<file path="src/rtl/spi_slave_tx_if.sv">
// spi_slave_tx_if -- bundle of the SPI pad signals and the upstream byte
// handshake used by spi_slave_tx.
//   spi_sclk, spi_cs_n, spi_mosi : from the SPI master (async to clk)
//   spi_miso, spi_miso_oe        : to the MISO pad
//   frame_ready                  : JPEG frame available (level)
//   spi_data, spi_rd             : upstream byte and its one-clk consume pulse
// Modport "slave" is the spi_slave_tx view; "master" is the driving side
// (SPI master plus upstream byte source).
interface spi_slave_tx_if;
  logic       spi_sclk;
  logic       spi_cs_n;
  logic       spi_mosi;
  logic       spi_miso;
  logic       spi_miso_oe;
  logic       frame_ready;
  logic [7:0] spi_data;
  logic       spi_rd;

  modport slave (
    input  spi_sclk, spi_cs_n, spi_mosi, frame_ready, spi_data,
    output spi_miso, spi_miso_oe, spi_rd
  );

  modport master (
    output spi_sclk, spi_cs_n, spi_mosi, frame_ready, spi_data,
    input  spi_miso, spi_miso_oe, spi_rd
  );
endinterface

</file>
<file path="src/rtl/spi_slave_tx.sv">
// spi_slave_tx -- SPI mode-0 slave that streams JPEG bytes (CMD_READ) or a
// status byte (CMD_STATUS) back to the master. The SPI pins are
// oversampled on clk (clk >= 8x sclk).
// Ports:
//   clk     : system clock
//   reset_n : asynchronous active-low reset
//   bus     : spi_slave_tx_if.slave (SPI pins, frame_ready, spi_data/spi_rd)
module spi_slave_tx #(
  parameter logic [7:0] CMD_READ   = 8'h03,
  parameter logic [7:0] CMD_STATUS = 8'h05
) (
  input  logic           clk,
  input  logic           reset_n,
  spi_slave_tx_if.slave  bus
);

  typedef enum logic [2:0] {IDLE, CMD, READ, STATUS, DISCARD} state_t;

  state_t     r_state;
  state_t     w_next;

  // [0] first sync flop, [1] synchronized value, [2] previous value
  logic [2:0] r_sclk_sync;
  logic [2:0] r_cs_sync;
  logic [1:0] r_mosi_sync;

  logic [2:0] r_bit_cnt;
  logic [7:0] r_rx;
  logic [7:0] r_tx;
  logic       r_wrap;      // counter wrapped 7->0, next sclk fall is a byte boundary

  logic       w_sel;
  logic       w_cs_fall;
  logic       w_cs_rise;
  logic       w_sclk_rise;
  logic       w_sclk_fall;
  logic       w_active;
  logic       w_boundary;
  logic       w_rd;
  logic [7:0] w_tx_load;
  logic [7:0] w_status;

  // Synchronizers; reset values match an idle bus (cs_n high, sclk low).
  always_ff @(posedge clk or negedge reset_n) begin
    if (!reset_n) begin
      r_sclk_sync <= '0;
      r_cs_sync   <= '1;
      r_mosi_sync <= '0;
    end else begin
      r_sclk_sync <= {r_sclk_sync[1:0], bus.spi_sclk};
      r_cs_sync   <= {r_cs_sync[1:0],   bus.spi_cs_n};
      r_mosi_sync <= {r_mosi_sync[0],   bus.spi_mosi};
    end
  end

  assign w_sel       = ~r_cs_sync[1];
  assign w_cs_fall   = ~r_cs_sync[1] &  r_cs_sync[2];
  assign w_cs_rise   =  r_cs_sync[1] & ~r_cs_sync[2];
  // sclk edges only count while selected
  assign w_sclk_rise = w_sel &  r_sclk_sync[1] & ~r_sclk_sync[2];
  assign w_sclk_fall = w_sel & ~r_sclk_sync[1] &  r_sclk_sync[2];
  assign w_active    = w_sel & (r_state != IDLE);
  // w_sel excludes a same-cycle cs_n rise, so a boundary never coincides with an abort
  assign w_boundary  = w_active & w_sclk_fall & r_wrap;
  assign w_status    = {6'b0, 1'b1, bus.frame_ready};

  // State register
  always_ff @(posedge clk or negedge reset_n) begin
    if (!reset_n) r_state <= IDLE;
    else          r_state <= w_next;
  end

  // Next-state logic
  always_comb begin
    w_next = r_state;
    if (w_cs_rise) begin
      w_next = IDLE;
    end else begin
      case (r_state)
        IDLE: if (w_cs_fall) w_next = CMD;
        CMD: begin
          if (w_boundary) begin
            if (r_rx == CMD_READ)        w_next = READ;
            else if (r_rx == CMD_STATUS) w_next = STATUS;
            else                         w_next = DISCARD;
          end
        end
        default: w_next = r_state;
      endcase
    end
  end

  // Output logic: byte to load at the next boundary and the consume pulse
  always_comb begin
    w_rd      = 1'b0;
    w_tx_load = '0;
    case (r_state)
      CMD: begin
        if (r_rx == CMD_READ) begin
          w_tx_load = bus.spi_data;
          w_rd      = w_boundary;
        end else if (r_rx == CMD_STATUS) begin
          w_tx_load = w_status;
        end
      end
      READ: begin
        w_tx_load = bus.spi_data;
        w_rd      = w_boundary;
      end
      STATUS:  w_tx_load = w_status;
      default: w_tx_load = '0;
    endcase
  end

  // Shift registers and bit counter
  always_ff @(posedge clk or negedge reset_n) begin
    if (!reset_n) begin
      r_bit_cnt <= '0;
      r_rx      <= '0;
      r_tx      <= '0;
      r_wrap    <= 1'b0;
    end else if (w_cs_fall) begin
      r_bit_cnt <= '0;
      r_rx      <= '0;
      r_tx      <= '0;
      r_wrap    <= 1'b0;
    end else if (w_cs_rise) begin
      r_bit_cnt <= '0;
      r_wrap    <= 1'b0;
    end else if (w_active) begin
      if (w_sclk_rise) begin
        r_rx      <= {r_rx[6:0], r_mosi_sync[1]};
        r_bit_cnt <= r_bit_cnt + 3'd1;
        if (r_bit_cnt == 3'd7) r_wrap <= 1'b1;
      end else if (w_sclk_fall) begin
        if (r_wrap) begin
          r_wrap <= 1'b0;
          r_tx   <= w_tx_load;
        end else begin
          r_tx   <= {r_tx[6:0], 1'b0};
        end
      end
    end
  end

  assign bus.spi_miso    = w_sel & r_tx[7];
  assign bus.spi_miso_oe = w_sel;
  assign bus.spi_rd      = w_rd;

endmodule
</file>
<file path="src/flat_wrapper.sv">
// flat-port wrapper written by rule: the top's interface ports become plain ports
module spi_slave_tx_flat 
#(
  parameter logic [7:0] CMD_READ   = 8'h03,
  parameter logic [7:0] CMD_STATUS = 8'h05
)
  (clk, reset_n, bus_spi_sclk, bus_spi_cs_n, bus_spi_mosi, bus_frame_ready, bus_spi_data, bus_spi_miso, bus_spi_miso_oe, bus_spi_rd);
  spi_slave_tx_if bus_i ();
  input  logic clk;
  input  logic reset_n;
  input wire logic [$bits(bus_i.spi_sclk)-1:0] bus_spi_sclk;
  input wire logic [$bits(bus_i.spi_cs_n)-1:0] bus_spi_cs_n;
  input wire logic [$bits(bus_i.spi_mosi)-1:0] bus_spi_mosi;
  input wire logic [$bits(bus_i.frame_ready)-1:0] bus_frame_ready;
  input wire logic [$bits(bus_i.spi_data)-1:0] bus_spi_data;
  output wire logic [$bits(bus_i.spi_miso)-1:0] bus_spi_miso;
  output wire logic [$bits(bus_i.spi_miso_oe)-1:0] bus_spi_miso_oe;
  output wire logic [$bits(bus_i.spi_rd)-1:0] bus_spi_rd;
  assign bus_i.spi_sclk = bus_spi_sclk;
  assign bus_i.spi_cs_n = bus_spi_cs_n;
  assign bus_i.spi_mosi = bus_spi_mosi;
  assign bus_i.frame_ready = bus_frame_ready;
  assign bus_i.spi_data = bus_spi_data;
  assign bus_spi_miso = bus_i.spi_miso;
  assign bus_spi_miso_oe = bus_i.spi_miso_oe;
  assign bus_spi_rd = bus_i.spi_rd;
  spi_slave_tx #(.CMD_READ(CMD_READ), .CMD_STATUS(CMD_STATUS)) u_core (.clk(clk), .reset_n(reset_n), .bus(bus_i));
endmodule
</file>
<file path="config.mk">
export PLATFORM = sky130hd
export DESIGN_NAME = spi_slave_tx_flat
export DESIGN_NICKNAME = d
export VERILOG_FILES = /design/src/rtl/spi_slave_tx_if.sv /design/src/rtl/spi_slave_tx.sv /design/src/flat_wrapper.sv
export SDC_FILE = /design/constraint.sdc
export NUM_CORES = 1
export LEC_CHECK = 0
export BUFFER_PORTS_ARGS = -buffer_cell sky130_fd_sc_hd__buf_2
export CELL_PAD_IN_SITES_DETAIL_PLACEMENT = 0
export CELL_PAD_IN_SITES_GLOBAL_PLACEMENT = 2
export CORE_ASPECT_RATIO = 0.8
export CORE_MARGIN = 3
export CORE_UTILIZATION = 36
export CTS_BUF_LIST = sky130_fd_sc_hd__clkbuf_4
export DETAILED_ROUTE_END_ITERATION = 16
export GPL_TIMING_DRIVEN = 0
export PLACE_DENSITY = 0.83
export SYNTH_ARGS = -nofsm -noshare
export SYNTH_HDL_FRONTEND = slang
export SYNTH_SLANG_ARGS = --single-unit
</file>
<file path="constraint.sdc">
create_clock -name clk -period 1.9 [get_ports clk]
set_input_delay 0.19 -clock clk [delete_from_list [all_inputs] [get_ports clk]]
set_output_delay 0.19 -clock clk [all_outputs]
set_load 0.05 [all_outputs]
</file>
==> results of run 1 <==
==> metal layers <==
metal	global-route usage (%)	vias up	wire (um)
met5	0	-	0
met3	3.94	5	152
met4	7.08	0	56
li1	-	580	-
met2	22.7	27	1670
met1	22.4	629	1720
==> kinds of logic (layout without fill, tap and decap cells) <==
group	count (synthesis)	in the layout
XOR/XNOR	1	1
adder cells (fa/ha/maj)	4	4
buffers and inverters	10	53
AO/OA/AOI/OAI	39	39
flip-flops	31	31
AND/OR/NAND/NOR	43	43
multiplexers	2	2
==> how the worst max path moves through the flow <==
stage / start / to / cells after the start
after floorplan: u_core.r_cs_sync[1] / u_core.r_tx[4] / 7
after CTS: u_core.r_rx[4] / bus_spi_rd / 4
after global placement: u_core.r_cs_sync[1] / u_core.r_tx[5] / 7
after detailed placement: u_core.r_cs_sync[1] / u_core.r_tx[5] / 7
final: u_core.r_rx[4] / bus_spi_rd / 4
after global routing: u_core.r_rx[4] / bus_spi_rd / 4
==> registers in the layout, summed over array words and instances, names as in the netlist <==
signal / flops
u_core.r_bit_cnt: 3
u_core.r_cs_sync: 3
u_core.r_mosi_sync: 2
u_core.r_rx: 8
u_core.r_sclk_sync: 3
u_core.r_state: 3
u_core.r_tx: 8
u_core.r_wrap: 1
==> layout by cell type, fill, tap and decap left out, drive strengths merged, types with 4 or more instances in the layout <==
cell type and count:
clkbuf 7, ha 4, dlygate4sd3 4, nor4b 4, nor2b 6, and3 4, dfrtp 28, o21ai 4
buf 35, nor2 5, nand2 7, inv 4, a22o 14, a221o 5, a21oi 4
==> area by class of cell <==
class,count,area (um2),area share (%)
well taps,55,68.8,3.39
inverters,5,22.5,1.11
clock inverters,2,8.76,0.431
clock buffers,6,45.0,2.22
repair buffers,36,246,12.1
plain buffers,4,42.5,2.09
flip-flops and latches,31,782,38.5
multi-input cells,89,816,40.1
==> where the power goes <==
group	internal [mW]	switching (mW)	leakage [nW]	total, mW
clock	0.153	0.235	0.0331	0.388
combinational	0.0803	0.0866	0.490	0.167
sequential	0.679	0.0171	0.405	0.696
total	0.913	0.338	0.928	1.25
==> repair_timing <==
action	4_1_cts	5_1_grt
gates resized for setup	14	6
hold buffers	4	0
setup endpoints to repair	9	12
cloned	0	0
buffers inserted	8	8
hold endpoints to repair	31	0
pin swaps	7	2
==> stage by stage <==
| stage | TNS [ns] | util (%) |
|---|---|---|
| floorplan | -1.48 | - |
| global placement | -1.54 | 44.1 |
| detailed placement | -1.61 | 44.1 |
| CTS | -0.0868 | 49.4 |
| global route | -0.290 | 51.4 |
| finish | -0.0537 | 51.4 |
==> metrics.md, run 1 <==
| Metric | Value |
|---|---|
| Area growth syn-to-layout | `32.5%` |
| Fraction of layout instances using a drive strength above 1 | `40.5%` |
| CP peak stage delay | `0.43 ns` |
| Max VDD drop | `0.421 mV` |
| Cell taking the most area after synthesis | `dfrtp_1` |
| Post-synthesis compound-gate area fraction | `20.6%` |
| LEAKAGE | `0.928 nW` |
| Via count | `1241` |
| Kind of critical path | `flop to output port` |
| Count leader, synth | `dfrtp_1` |
| Skew final | `0.00951 ns` |
| Worst Setup Slack, final | `-0.0537 ns` |
| DR iter-0 viols | `56` |
| Tcrit/Tclk final | `103%` |
| Rel. slew slack | `53.3%` |
| Netlist Area Pre-Place | `1530 um2` |
| Post-layout power | `1.25 mW` |
| CP max FO | `2` |
| Slew Viols, Final | `0` |
| Clock Pin Slew Worst Setup and Hold Paths | `0.10 ns` |
| Routed Antenna Nets | `0` |
| # rows | `20` |
| Pre-CTS setup slack | `-0.245 ns` |
| Post-synthesis cell count | `130` |
| Synth Area in XOR/XNOR | `0.571%` |
| All-Layer GR Usage | `15.8%` |
| Simple-gate share of the synthesized area | `19.7%` |
| Largest family of logic cells by synthesized area | `compound AO/OA/AOI/OAI gates` |
| Worst skew pair latency | `0.34 ns` |
| Slew @ Worst Pin | `0.701 ns` |
| Vias in the first global route | `1250` |
| Dpl hpwl | `2.34 mm` |
| Placed instance count | `201` |
| Outcome | `finished with violations` |
| Overflow after GRT | `0` |
| Hold Path Depth | `2` |
| Register area share after synthesis | `50.8%` |
| Crit path buffers/inverters | `1` |
| Worst endpoint required time | `1.71 ns` |
| Fillers | `373` |
| Total Wirelength | `3.59 mm` |
| Core Box Area | `3950 um2` |
| Reg2reg setup slack | `0.08 ns` |
| Port Buffers | `16` |
| DP Area | `1740 um2` |
| Startpoint Class | `flop` |
| Yosys cell types | `44` |
| Hold Path Class | `input pin to flop` |
| IO Count | `17` |
| DR WL/cell | `15.8 um` |
| Die area | `5090 um2` |
| Starting Density | `38.8%` |
| Final instance area | `2030 um2` |
| Final std cells w/o fill | `228` |
| Pre-antenna DRT Iters | `4` |
| Post-DR vias/cell | `5.44` |
| Clock Tree Root | `clkbuf_4` |
| Mux cell area share after synthesis | `1.39%` |
| FMAX | `512 MHz` |
| Critical path's top delay family | `simple AND/OR/NAND/NOR gates` |
| Critical Path End Type | `output port` |
| Mapped Nets | `148` |
| Die H | `64.4 um` |
| H-tree Lvls | `2` |
| First-pass GRT wire length | `6.11 mm` |
| PwrDens | `616 nW/um2` |
| Hold_ws | `0.0607 ns` |
| Max_cap viols | `0` |
| #FFs+latches synth | `31` |
| Dominant cells by area after synthesis | `dfrtp_1, a22o_1, dfstp_2` |
| Gpl congestion | `0.796` |
| Hold_sp | `bus_spi_data[6]` |
| Chip width | `79.0 um` |
| CTS tree | `done` |
| Initial antenna violation count | `0` |
| Total CTS buffers | `5` |
| Reg2Reg Depth | `5` |
| Failing checks | `setup timing` |
| Critical path, cell by cell | `nor4b_4 -> a32oi_2 -> nor4b_4 -> buf_6` |
| Deepest clock path buffer count | `2` |
| R2r endpoint | `u_core.r_state[1]` |
| Min Tclk post-route | `1.95 ns` |
| Post-Synth Adder-Cell Area | `3.26%` |
| Final nets | `190` |
| Hold EP | `u_core.r_tx[6]` |
| Top cell by count, worst path | `nor4b_4` |
| Ys Warns | `0` |
| DRC errors left | `0` |
| N_diodes | `0` |
| Unrepaired setup endpoints after global routing | `yes` |
| Yosys top cell area share | `45.7%` |
| Syn Area/Cell | `11.8 um2` |
| Critical path's slowest cell | `dfrtp_1` |
| Ys async rst share | `100%` |
| Clock tree sinks | `31` |
| Largest net degree at the start of global routing | `32` |
| Crit path DAT | `1.76 ns` |
| Final Hold Viols | `0` |
| Worst R2R Start | `u_core.r_cs_sync[1]` |
| Number of synthesized flops with an enable pin | `0` |
| Post-synth top cells | `dfrtp_1, a22o_1, nand2_1` |
| Finish-stage setup viols | `1` |
| Synth Flop Type | `dfrtp_1` |
No activity file was read; power rests on OpenSTA's default activity.
==> inputs of run 2 (changes only) <==
==> constraint.sdc (replaced) <==
create_clock -name clk -period 1.65 [get_ports clk]
set_input_delay 0.165 -clock clk [delete_from_list [all_inputs] [get_ports clk]]
set_output_delay 0.165 -clock clk [all_outputs]
set_load 0.05 [all_outputs]
==> metrics.md, run 2 (synthesis gave the netlist of run 1 again) <==
| Metric | Value |
|---|---|
| Sw Ratio | `26.7%` |
| Clock tree sinks | `31` |
| Total CTS buffers | `5` |
| Reg power frac | `54.7%` |
| N_diodes | `0` |
| Slew @ Worst Pin | `0.695 ns` |
| PwrDens | `653 nW/um2` |
| Final nets | `202` |
| Kind of critical path | `flop to output port` |
| DRC errors left | `0` |
| Routed Antenna Nets | `0` |
| Placed instance count | `201` |
| Vias in the first global route | `1301` |
| Worst skew pair latency | `0.33 ns` |
| Post-Route Utilization | `56.7%` |
| Tcrit/Tclk final | `114%` |
| Failing checks | `setup timing` |
| Starting Density | `38.8%` |
| Die H | `64.4 um` |
| Port Buffers | `16` |
| Final Hold Viols | `0` |
| Hold_sp | `bus_spi_data[6]` |
| Outcome | `finished with violations` |
| Min Tclk post-route | `1.88 ns` |
| Worst endpoint required time | `1.48 ns` |
| Overflow after GRT | `0` |
| Largest net degree at the start of global routing | `32` |
| Fraction of layout instances using a drive strength above 1 | `48.1%` |
| Critical path, cell by cell | `or3b_4 -> nor4b_4 -> buf_6` |
| Deepest clock path buffer count | `2` |
| Worst setup path start | `u_core.r_sclk_sync[1]` |
| DR iter-0 viols | `85` |
| LEAKAGE | `1.01 nW` |
| Max VDD drop | `0.359 mV` |
| Worst R2R Start | `u_core.r_cs_sync[1]` |
| Post-layout power | `1.46 mW` |
| H-tree Lvls | `2` |
| Post-DR vias/cell | `5.44` |
| DR WL/cell | `16.9 um` |
| Startpoint Class | `flop` |
| Finish-stage setup viols | `22` |
| Critical Path End Type | `output port` |
| Skew final | `0.00652 ns` |
| Regs by FF count | `u_core.r_rx: 8 flops, u_core.r_tx: 8 flops` |
| Most common cell after layout, fill and taps aside | `dfrtp_1` |
| Dpl hpwl | `2.33 mm` |
| Critical path's slowest cell | `dfrtp_2` |
| # rows | `20` |
| All-Layer GR Usage | `16.6%` |
| Rel. slew slack | `53.7%` |
| Clock Tree Root | `clkbuf_4` |
| Initial antenna violation count | `0` |
| Unrepaired setup endpoints after global routing | `yes` |
| Area growth syn-to-layout | `46.1%` |
| TNS Setup | `-3.45 ns` |
| Worst Setup Slack, final | `-0.232 ns` |
| CTS tree | `done` |
| Pre-antenna DRT Iters | `4` |
| Hold Path Class | `input pin to flop` |
| IO Count | `17` |
| FMAX | `531 MHz` |
| Max_cap viols | `0` |
| Gpl congestion | `0.816` |
| Slew Viols, Final | `0` |
| Core Box Area | `3950 um2` |
| Most frequent cells in the layout | `dfrtp_1, buf_4, a22o_1, buf_2` |
| CP max FO | `6` |
| Final std cells w/o fill | `240` |
| Clock Pin Slew Worst Setup and Hold Paths | `0.10 ns` |
| Comb pwr share | `15.9%` |
| Fillers | `356` |
| Psw | `0.391 mW` |
| Chip width | `79.0 um` |
| Via count | `1305` |
| Hold_ws | `0.0391 ns` |
| First-pass GRT wire length | `6.51 mm` |
| Total Wirelength | `4.05 mm` |
| Die area | `5090 um2` |
| Crit path DAT | `1.72 ns` |
| Clock power frac | `29.4%` |
| Cell-internal power | `1.07 mW` |
| CP peak stage delay | `0.45 ns` |
==> run 2: changes by cell type in the layout (fill, tap and decap cells not counted), moves of 2 or more <==
cell	delta
a21oi_2	+2
buf_6	+4
buf_4	+7
a21oi_1	-3
==> run 2: what timing repair did <==
item / in CTS / in global routing
endpoints found under the hold margin: 31 / 0
hold buffers: 4 / 0
endpoints found under the setup margin: 24 / 23
gates cloned: 0 / 2
buffers inserted: 15 / 13
gates resized for setup: 26 / 18
pin swaps: 16 / 12
==> run 2: power groups by stage <==
| stage | logic, mW | registers, mW | clock network, mW |
|---|---|---|---|
| after global placement | 0.146 | 0.813 | 0 |
| after detailed placement | 0.150 | 0.814 | 0 |
| after floorplan | 0.0978 | 0.809 | 0 |
| final | 0.233 | 0.800 | 0.431 |
| after global routing | 0.253 | 0.804 | 0.479 |
| after CTS | 0.197 | 0.799 | 0.444 |
==> run 2: metrics by stage <==
step | worst slack (ns) | cell area [um2]
6_report | -0.232 | 2240
5_1_grt | -0.312 | 2240
4_1_cts | -0.299 | 2050
3_5_place_dp | -0.499 | 1740
3_3_place_gp | -0.473 | 1740
2_1_floorplan | -0.481 | 1590
==> run 2: cell type report <==
class / count / area, um2 / share of cell area, %
Multi-Input combinational cell: 89 / 892 / 39.8
Sequential cell: 31 / 783 / 35.0
Inverter: 5 / 22.5 / 1.01
Clock buffer: 6 / 45.0 / 2.01
Tap cell: 55 / 68.8 / 3.07
Clock inverter: 2 / 7.51 / 0.335
Timing Repair Buffer: 48 / 379 / 16.9
Buffer: 4 / 42.5 / 1.90
==> run 2: worst max-delay path, delay by kind of cell, from the launching register on <==
kind	cells	cell delay, ns
buf+inv	1	0.19
flops	1	0.45
simple gates	2	0.74
==> run 2: path summary, 6_finish.rpt <==
kind	endpoint	slack, ns	depth (start not counted)
setup reg to reg	u_core.r_tx[4]	-0.19	6
hold reg to reg	u_core.r_cs_sync[1]	0.36	0
min in group asynchronous	u_core.r_bit_cnt[2]	0.41	2
setup / recovery	bus_spi_rd	-0.23	3
max in group asynchronous	u_core.r_state[1]	0.74	2
hold / removal	u_core.r_tx[6]	0.04	2
==> run 2: routing by layer <==
metal  track usage (%)  vias to the layer above  share of wire (%)
met5                 0                        -                  0
met4              5.15                        0                1.7
met3              4.79                        9                3.7
met2              23.6                       29                 45
met1              24.1                      663                 49
li1                  -                      604                  -
